<file path="src/rtl/jtopl_pg_state.sv">
// Phase-generator state for the time-multiplexed operator slots: slot counter,
// circular phase store, keyon-edge detection and the registers around the generator.
module jtopl_pg_state #(
   parameter int SLOTS = 18
) (
   input  logic        clk,
   input  logic        rst,
   input  logic        cen,
   input  logic        keyon,
   input  logic [16:0] phinc_out,
   input  logic [18:0] phase_out,
   input  logic [9:0]  phase_op,
   output logic [16:0] phinc_in,
   output logic [18:0] phase_in,
   output logic        pg_rst,
   output logic [9:0]  op_phase,
   output logic [4:0]  slot,
   output logic        zero
);

   localparam logic [4:0] LAST_SLOT = 5'(SLOTS - 1);

   // Head of each shift register belongs to the slot being served; the tail
   // receives the fresh value so it returns to the head after SLOTS steps.
   logic [18:0]      phase_store [SLOTS];
   logic [SLOTS-1:0] keyon_hist;

   assign phase_in = phase_store[0];
   assign zero     = (slot == 5'd0);

   always_ff @(posedge clk) begin
      if (rst) begin
         slot       <= '0;
         phinc_in   <= '0;
         pg_rst     <= 1'b0;
         op_phase   <= '0;
         keyon_hist <= '0;
         for (int i = 0; i < SLOTS; i++) phase_store[i] <= '0;
      end else if (cen) begin
         slot       <= (slot == LAST_SLOT) ? 5'd0 : slot + 5'd1;
         phinc_in   <= phinc_out;
         op_phase   <= phase_op;
         pg_rst     <= keyon & ~keyon_hist[0];
         keyon_hist <= {keyon, keyon_hist[SLOTS-1:1]};
         for (int i = 0; i < SLOTS - 1; i++) phase_store[i] <= phase_store[i+1];
         phase_store[SLOTS-1] <= phase_out;
      end
   end

endmodule
</file>
<file path="config.mk">
export PLATFORM = sky130hd
export DESIGN_NAME = jtopl_pg_state
export DESIGN_NICKNAME = d
export VERILOG_FILES = /design/src/rtl/jtopl_pg_state.sv
export SDC_FILE = /design/constraint.sdc
export NUM_CORES = 1
export LEC_CHECK = 0
export CAP_MARGIN = 10
export CORE_ASPECT_RATIO = 1.75
export CORE_MARGIN = 3
export CORE_UTILIZATION = 45
export CTS_CLUSTER_DIAMETER = 200
export DETAILED_ROUTE_END_ITERATION = 10
export PLACE_DENSITY_LB_ADDON = 0.25
export SYNTH_ARGS = -nofsm -noshare
export SYNTH_HDL_FRONTEND = slang
export SYNTH_SLANG_ARGS = --single-unit
</file>
<file path="constraint.sdc">
create_clock -name clk -period 16.3 [get_ports clk]
set_input_delay 4.075 -clock clk [delete_from_list [all_inputs] [get_ports clk]]
set_output_delay 4.075 -clock clk [all_outputs]
set_load 0.005 [all_outputs]
</file>
=== Word level (Yosys, flattened, before mapping) ===
Memory sizes are Yosys's and may differ from the RTL's.
Cells that the tools add are included.

* RAM bits: 342
* Memories kept: 1
* Register bits: 51
* Input port bits: 50

{| class="wikitable"
|+ Memories
! name !! depth !! bits a word !! read ports !! clocked after memory_dff !! write ports !! RTL line !! text
|-
| phase_store || 18 || 19 || 18 || 0 || 18 || 25 || <nowiki>logic [18:0] phase_store [SLOTS];</nowiki>
|}

* Bitwise gates (word level): 20
* Eq/ne operators: 1
* Reduce and logical (&&, ||, !) cells: 1
* Add/subtract/negate cells: 1
* Multiplexer cells: 24

{| class="wikitable"
|+ Operators by type and width
! cell !! count
|-
| 19-bit 2-to-1 mux || 18
|-
| 1-bit OR || 18
|-
| 5-bit by 1-bit adder with 5-bit output (second input constant) || 1
|-
| 5-bit == test (second input constant) || 1
|-
| 5-bit zero test || 1
|-
| 1-bit 2-to-1 mux || 5
|-
| 5-bit 2-to-1 mux || 1
|-
| 1-bit bitwise AND || 1
|-
| 1-bit NOT || 1
|}

=== Depth between registers and ports, before layout ===
Gate-level depths: netlist of run 1.

* Word-level depth: 4
* Gate-level depth with buffers: 6

=== Worst setup path before layout of run 1 ===
No wires, ideal clock.

* Path type: input-to-reg
* Start: input cen
* End: memory phase_store[0][0], enable pin
* Setup slack: 7.131 ns
* Setup time: 0.564 ns
* Arrival time: 8.605 ns
* Cell stages on the path: 3
* Cell sequence: buf_2 > buf_2 > or2_2

{| class="wikitable"
|+ RTL lines
! what !! RTL line !! text
|-
| from (decl) || 8 || <nowiki>input logic cen,</nowiki>
|-
| to (decl) || 25 ||
|}

==> flow_metrics.tcl, run 1 <==
set metrics [dict create \
    antenna_found_initial 0 \
    synth.distinct_cells 24 \
    path_cells "clkdlybuf4s50_1 > buf_4 > or2_4 > buf_12" \
    grt_pass1_wl_mm 32.0 \
    top_usage_layer "met2" \
    drive_gt1_share_pct 6.23 \
    final_nets 1054 \
    die_y_um 244 \
    grt_overflow 0 \
    placed_cells 1358 \
    rsz0062_at_grt "false" \
    grt_usage_pct 11.0 \
    crit_path_end_kind "flop" \
    most-common-layout-cells "345 x and2_1, 342 x edfxtp_1, 101 x clkdlybuf4s50_1" \
    finalHoldViolCount 0 \
    outcome "finished clean" \
    drv_cap 0 \
    ios 103 \
    period_needed_ns 6.72 \
    cts_setup_buffers 0 \
    die-area_sq_um 34500 \
    cts.sinks 393 \
    initial_core_util_pct 45.9 \
    ctsResizeCount 0 \
    ant_nets 0 \
    syn_area_sq_um 14500 \
    use_met1_pct 14.3 \
    synth_fp_nets 957 \
    synth-seq-cells 393 \
    synth.avg_cell_area_sq_um 16.1 \
    hold_path.class "flop to flop" \
    clk_pin_slew_ns 0.06 \
    min_period_over_period_pct 41.2 \
    tightest_slew_ns 1.18 \
    max_freq_mhz 149 \
    dpl.hpwl_mm 9.46 \
    cp.buffers_inverters 3 \
    cts-buffers-inserted 37 \
    wl_per_cell_um 13.4 \
    max_stage_delay_ns 0.83 \
    final_cell_count_no_fill 1424 \
    met2_usage_pct 17.9 \
    grt_max_degree 209 \
    antenna_cells 0 \
    cts_tree "done" \
    yosysWarnings 0 \
    finalSetupTns_ns 0 \
    drt-initial-drc-count 517 \
    slew_headroom_pct 21.4 \
    crit_slowest_cell "or2_4" \
    globalplace.congestion 0.709 \
    rows 86 \
    required_ns 16.43 \
    drc 0 \
    drt-pass1-iter-count 4 \
    cts_max_level 2 \
    power_density_nw_per_um2 123 \
    vias 6702 \
    slew_viol_final 0 \
    crit_path_max_fanout 208 \
    numPortBuffers 102 \
    worstSetupPathType "input port to flop" \
    fin_skew_ns 0.00866 \
    final_common_cell "and2_1" \
    hold_buffers 0 \
    clockBufferDepth 3 \
    drt-vias-per-instance 4.71 \
    worst_ep_arrival_time_ns 6.85 \
    ys_seq_area_share_pct 77.8 \
    coreArea_sq_um 31600 \
    chipWidth_um 142 \
    setup_violations 0 \
    total_leakage_power_nw 6.60 \
    grt_pass1_vias 6574 \
    syn_inst 904 \
    met3_usage_pct 2.44 \
    cts.root.buffer_cell "clkbuf_16" \
    wirelength_mm 19.1 \
    syn2layout_area_growth_pct 17.3 \
    critPathTopFamily "buffers and inverters" \
    worst_setup_path_start_kind "input port" \
    peakVddDrop_mv 0.107 \
    clk_latency_ns 0.52 \
]
-- metrics by stage --
| step | hold slack [ns] | total power, mW | cell area (sq um) | util (%) | setup slack, ns |
|---|---|---|---|---|---|
| global route | 0.522 | 2.18 | 17000 | 53.8 | 9.39 |
| global placement | 0.460 | 1.27 | 15800 | 50.0 | 9.13 |
| finish | 0.479 | 2.10 | 17000 | 53.8 | 9.58 |
| detailed placement | 0.471 | 1.28 | 15800 | 50.0 | 9.08 |
| floorplan | 0.451 | 1.24 | 14500 | - | 7.13 |
| CTS | 0.481 | 2.13 | 17000 | 53.8 | 9.64 |
-- layout make-up --
cell class                 instances  area [sq um]
inverter                           2          7.51
clock buffer                      45          1020
sequential                       393         11300
tap                              396           495
timing repair buffer             108          1070
multi-input combinational        459          2960
fill                            2644         14600
clock inverter                    21           184
-- layer usage --
layer	vias to the layer above	part of all wire, %
met4	0	2.9
li1	3304	-
met1	3265	43
met5	-	0
met3	45	3.6
met2	88	50
-- logic make-up (layout without fill, tap and decap cells) --
kind of cell | after synthesis | in the layout | synth area share, %
mux | 45 | 45 | 3.10
fa+ha+maj | 3 | 3 | 0.259
xor+xnor | 3 | 3 | 0.181
buf+inv | 52 | 176 | 1.89
compound gates | 4 | 4 | 0.164
simple gates | 404 | 404 | 16.6
flops | 393 | 393 | 77.8
-- worst reg2reg max path: cells and delay by family (launching register included) --
family / cells / cell delay [ns]
xor gates and xnor gates: 1 / 0.18
and+or+nand+nor: 2 / 0.26
adders and majority gates: 1 / 0.20
DFF: 1 / 0.44
-- cell usage after synthesis --
| master | number | area share [%] |
|---|---|---|
| and2_1 | 345 | 15 |
| mux2i_1 | 45 | 3.1 |
| buf_2 | 5 | 0.17 |
| a41oi_1 | 1 | 0.060 |
| a21oi_1 | 3 | 0.10 |
| edfxtp_1 | 342 | 71 |
| nor2_1 | 46 | 1.2 |
| nand3_1 | 2 | 0.069 |
| xnor2_1 | 3 | 0.18 |
| buf_6 | 3 | 0.23 |
| nand4_1 | 2 | 0.086 |
| nand2b_1 | 3 | 0.13 |
| buf_4 | 4 | 0.21 |
| nand4bb_1 | 1 | 0.078 |
| nor4b_1 | 1 | 0.060 |
| dfxtp_1 | 51 | 7.0 |
| clkbuf_2 | 28 | 0.97 |
| clkbuf_1 | 10 | 0.26 |
| or2_2 | 1 | 0.043 |
| nand3b_1 | 1 | 0.052 |
| nor2b_1 | 1 | 0.043 |
| nand2_1 | 1 | 0.026 |
| ha_1 | 3 | 0.26 |
| inv_1 | 2 | 0.052 |
-- registers in the layout (all words and copies together), names as in the netlist --
name,cells
phase_store,342
keyon_hist,18
phinc_in,17
op_phase,10
slot,5
pg_rst,1
-- power breakdown --
part / internal, mW / leakage, nW / switching (mW)
Sequential: 1.15 / 4.20 / 0.0131
Combinational: 0.0413 / 1.82 / 0.0436
Clock: 0.493 / 0.582 / 0.350
Total: 1.69 / 6.60 / 0.407
-- final timing paths --
kind,depth (start not counted),endpoint,from,slack (ns)
hold / removal,2,pg_rst,pg_rst,0.48
setup / recovery,4,phase_store[3][9],rst,9.58
setup reg to reg,4,slot[4],slot[0],15.12
hold reg to reg,2,pg_rst,pg_rst,0.48
Note: power is estimated with default switching activity, not from simulation.
==> inputs of run 2 (changes only) <==
clock period = 6.3 ns   (was 16.3 ns; I/O delays follow)
==> flow_metrics.tcl, run 2 (synthesized netlist as in run 1, its figures left out) <==
set metrics [dict create \
    ios 103 \
    grt_pass1_wl_mm 32.1 \
    cts.root.buffer_cell "clkbuf_16" \
    clk_pin_slew_ns 0.06 \
    wl_per_cell_um 13.3 \
    intPower_mw 4.25 \
    p_seq_share_pct 57.5 \
    drt-initial-drc-count 383 \
    cts_max_level 2 \
    final_nets 1060 \
    p_sw_mw 1.00 \
    rows 86 \
    postLayoutSetupSlackWorst_ns 2.72 \
    tightest_slew_ns 0.882 \
    finalHoldViolCount 0 \
    required_ns 6.45 \
    top_regs "phase_store x342, keyon_hist x18, phinc_in x17" \
    grt_usage_pct 11.1 \
    coreArea_sq_um 31600 \
    crit_path_max_fanout 63 \
    peakVddDrop_mv 0.266 \
    syn2layout_area_growth_pct 17.0 \
    drt-pass1-iter-count 4 \
    finalSetupTns_ns 0 \
    drv_cap 0 \
    netSwitchingFraction_pct 19.1 \
    comb_power_share_pct 4.3 \
    place_area_sq_um 15900 \
    wirelength_mm 18.9 \
    hold_buffers 0 \
    die_y_um 244 \
    initial_core_util_pct 45.9 \
    worstSetupPathType "input port to flop" \
    clk_latency_ns 0.51 \
    final_common_cell "and2_1" \
    pre_cts_slack_ns 2.12 \
    cts.sinks 393 \
    grt_max_degree 115 \
    cts_tree "done" \
    power_mw 5.25 \
    largest_reg_flops 342 \
    hold_path.class "flop to flop" \
    worst_setup_path_start_kind "input port" \
    die-area_sq_um 34500 \
    ant_nets 0 \
    clkPwrFrac_pct 38.2 \
    outcome "finished clean" \
    cts-buffers-inserted 36 \
    hold-worst-slack_ns 0.481 \
    total_leakage_power_nw 6.58 \
    grt_pass1_vias 6552 \
    fin_skew_ns 0.0132 \
    drt-vias-per-instance 4.69 \
    rsz0062_at_grt "false" \
    design_area_sq_um 17000 \
    chipWidth_um 142 \
    slew_headroom_pct 41.1 \
    drive_gt1_share_pct 5.95 \
    most-common-layout-cells "345 x and2_1, 342 x edfxtp_1, 101 x clkdlybuf4s50_1" \
    numPortBuffers 102 \
    worst_ep_arrival_time_ns 3.73 \
    power_density_nw_per_um2 309 \
    max_freq_mhz 280 \
    vias 6670 \
    final_cell_count_no_fill 1422 \
    ctsResizeCount 0 \
    dpl.hpwl_mm 10.2 \
    crit_path_end_kind "flop" \
    min_period_over_period_pct 56.8 \
    cts_setup_buffers 0 \
    drc 0 \
    antenna_cells 0 \
    fin_util_pct 53.7 \
    clockBufferDepth 3 \
    setup_violations 0 \
    antenna_found_initial 0 \
    placed_cells 1365 \
    slew_viol_final 0 \
    largest_register "phase_store" \
    globalplace.congestion 0.723 \
    period_needed_ns 3.58 \
    grt_overflow 0 \
]
run 2: changes by cell type in the layout (fill, tap and decap cells not counted), sizes merged:
| cell | delta |
|---|---|
| buf | +7 |
| bufinv | -1 |
| clkbuf | -1 |
| clkinv | -2 |
| clkinvlp | -3 |
| inv | -2 |
run 2: power groups by stage:
stage / Sequential (mW) / Combinational, mW / Clock (mW)
finish: 3.02 / 0.227 / 2.01
global route: 3.03 / 0.254 / 2.18
CTS: 3.02 / 0.234 / 2.08
detailed placement: 3.08 / 0.233 / 0
global placement: 3.07 / 0.226 / 0
floorplan: 3.07 / 0.129 / 0
run 2: layer usage:
metal	wire length [um]	global-route usage [%]	up-vias
li1	-	-	3313
met3	663	2.42	45
met2	9330	17.8	89
met4	610	4.77	0
met1	8280	14.7	3223
met5	0	0	-
run 2: worst max-delay path, stage by stage:
cell and delay, ns:
clkdlybuf4s50_1 0.80, or2_4 0.78, buf_4 0.54
run 2: worst paths after layout:
path         startpoint                  end  slack, ns  depth (start not counted)
max                 rst  phase_store[16][16]       2.72                          3
min reg2reg      pg_rst               pg_rst       0.48                          2
min              pg_rst               pg_rst       0.48                          2
max reg2reg     slot[0]              slot[4]       5.12                          4
run 2: cell type report:
class | instances | area (sq um)
Clock buffer | 44 | 952
Tap cell | 396 | 495
Clock inverter | 13 | 115
Fill cell | 2619 | 14600
Multi-Input combinational cell | 459 | 2960
Inverter | 2 | 7.51
Timing Repair Buffer | 115 | 1160
Sequential cell | 393 | 11300
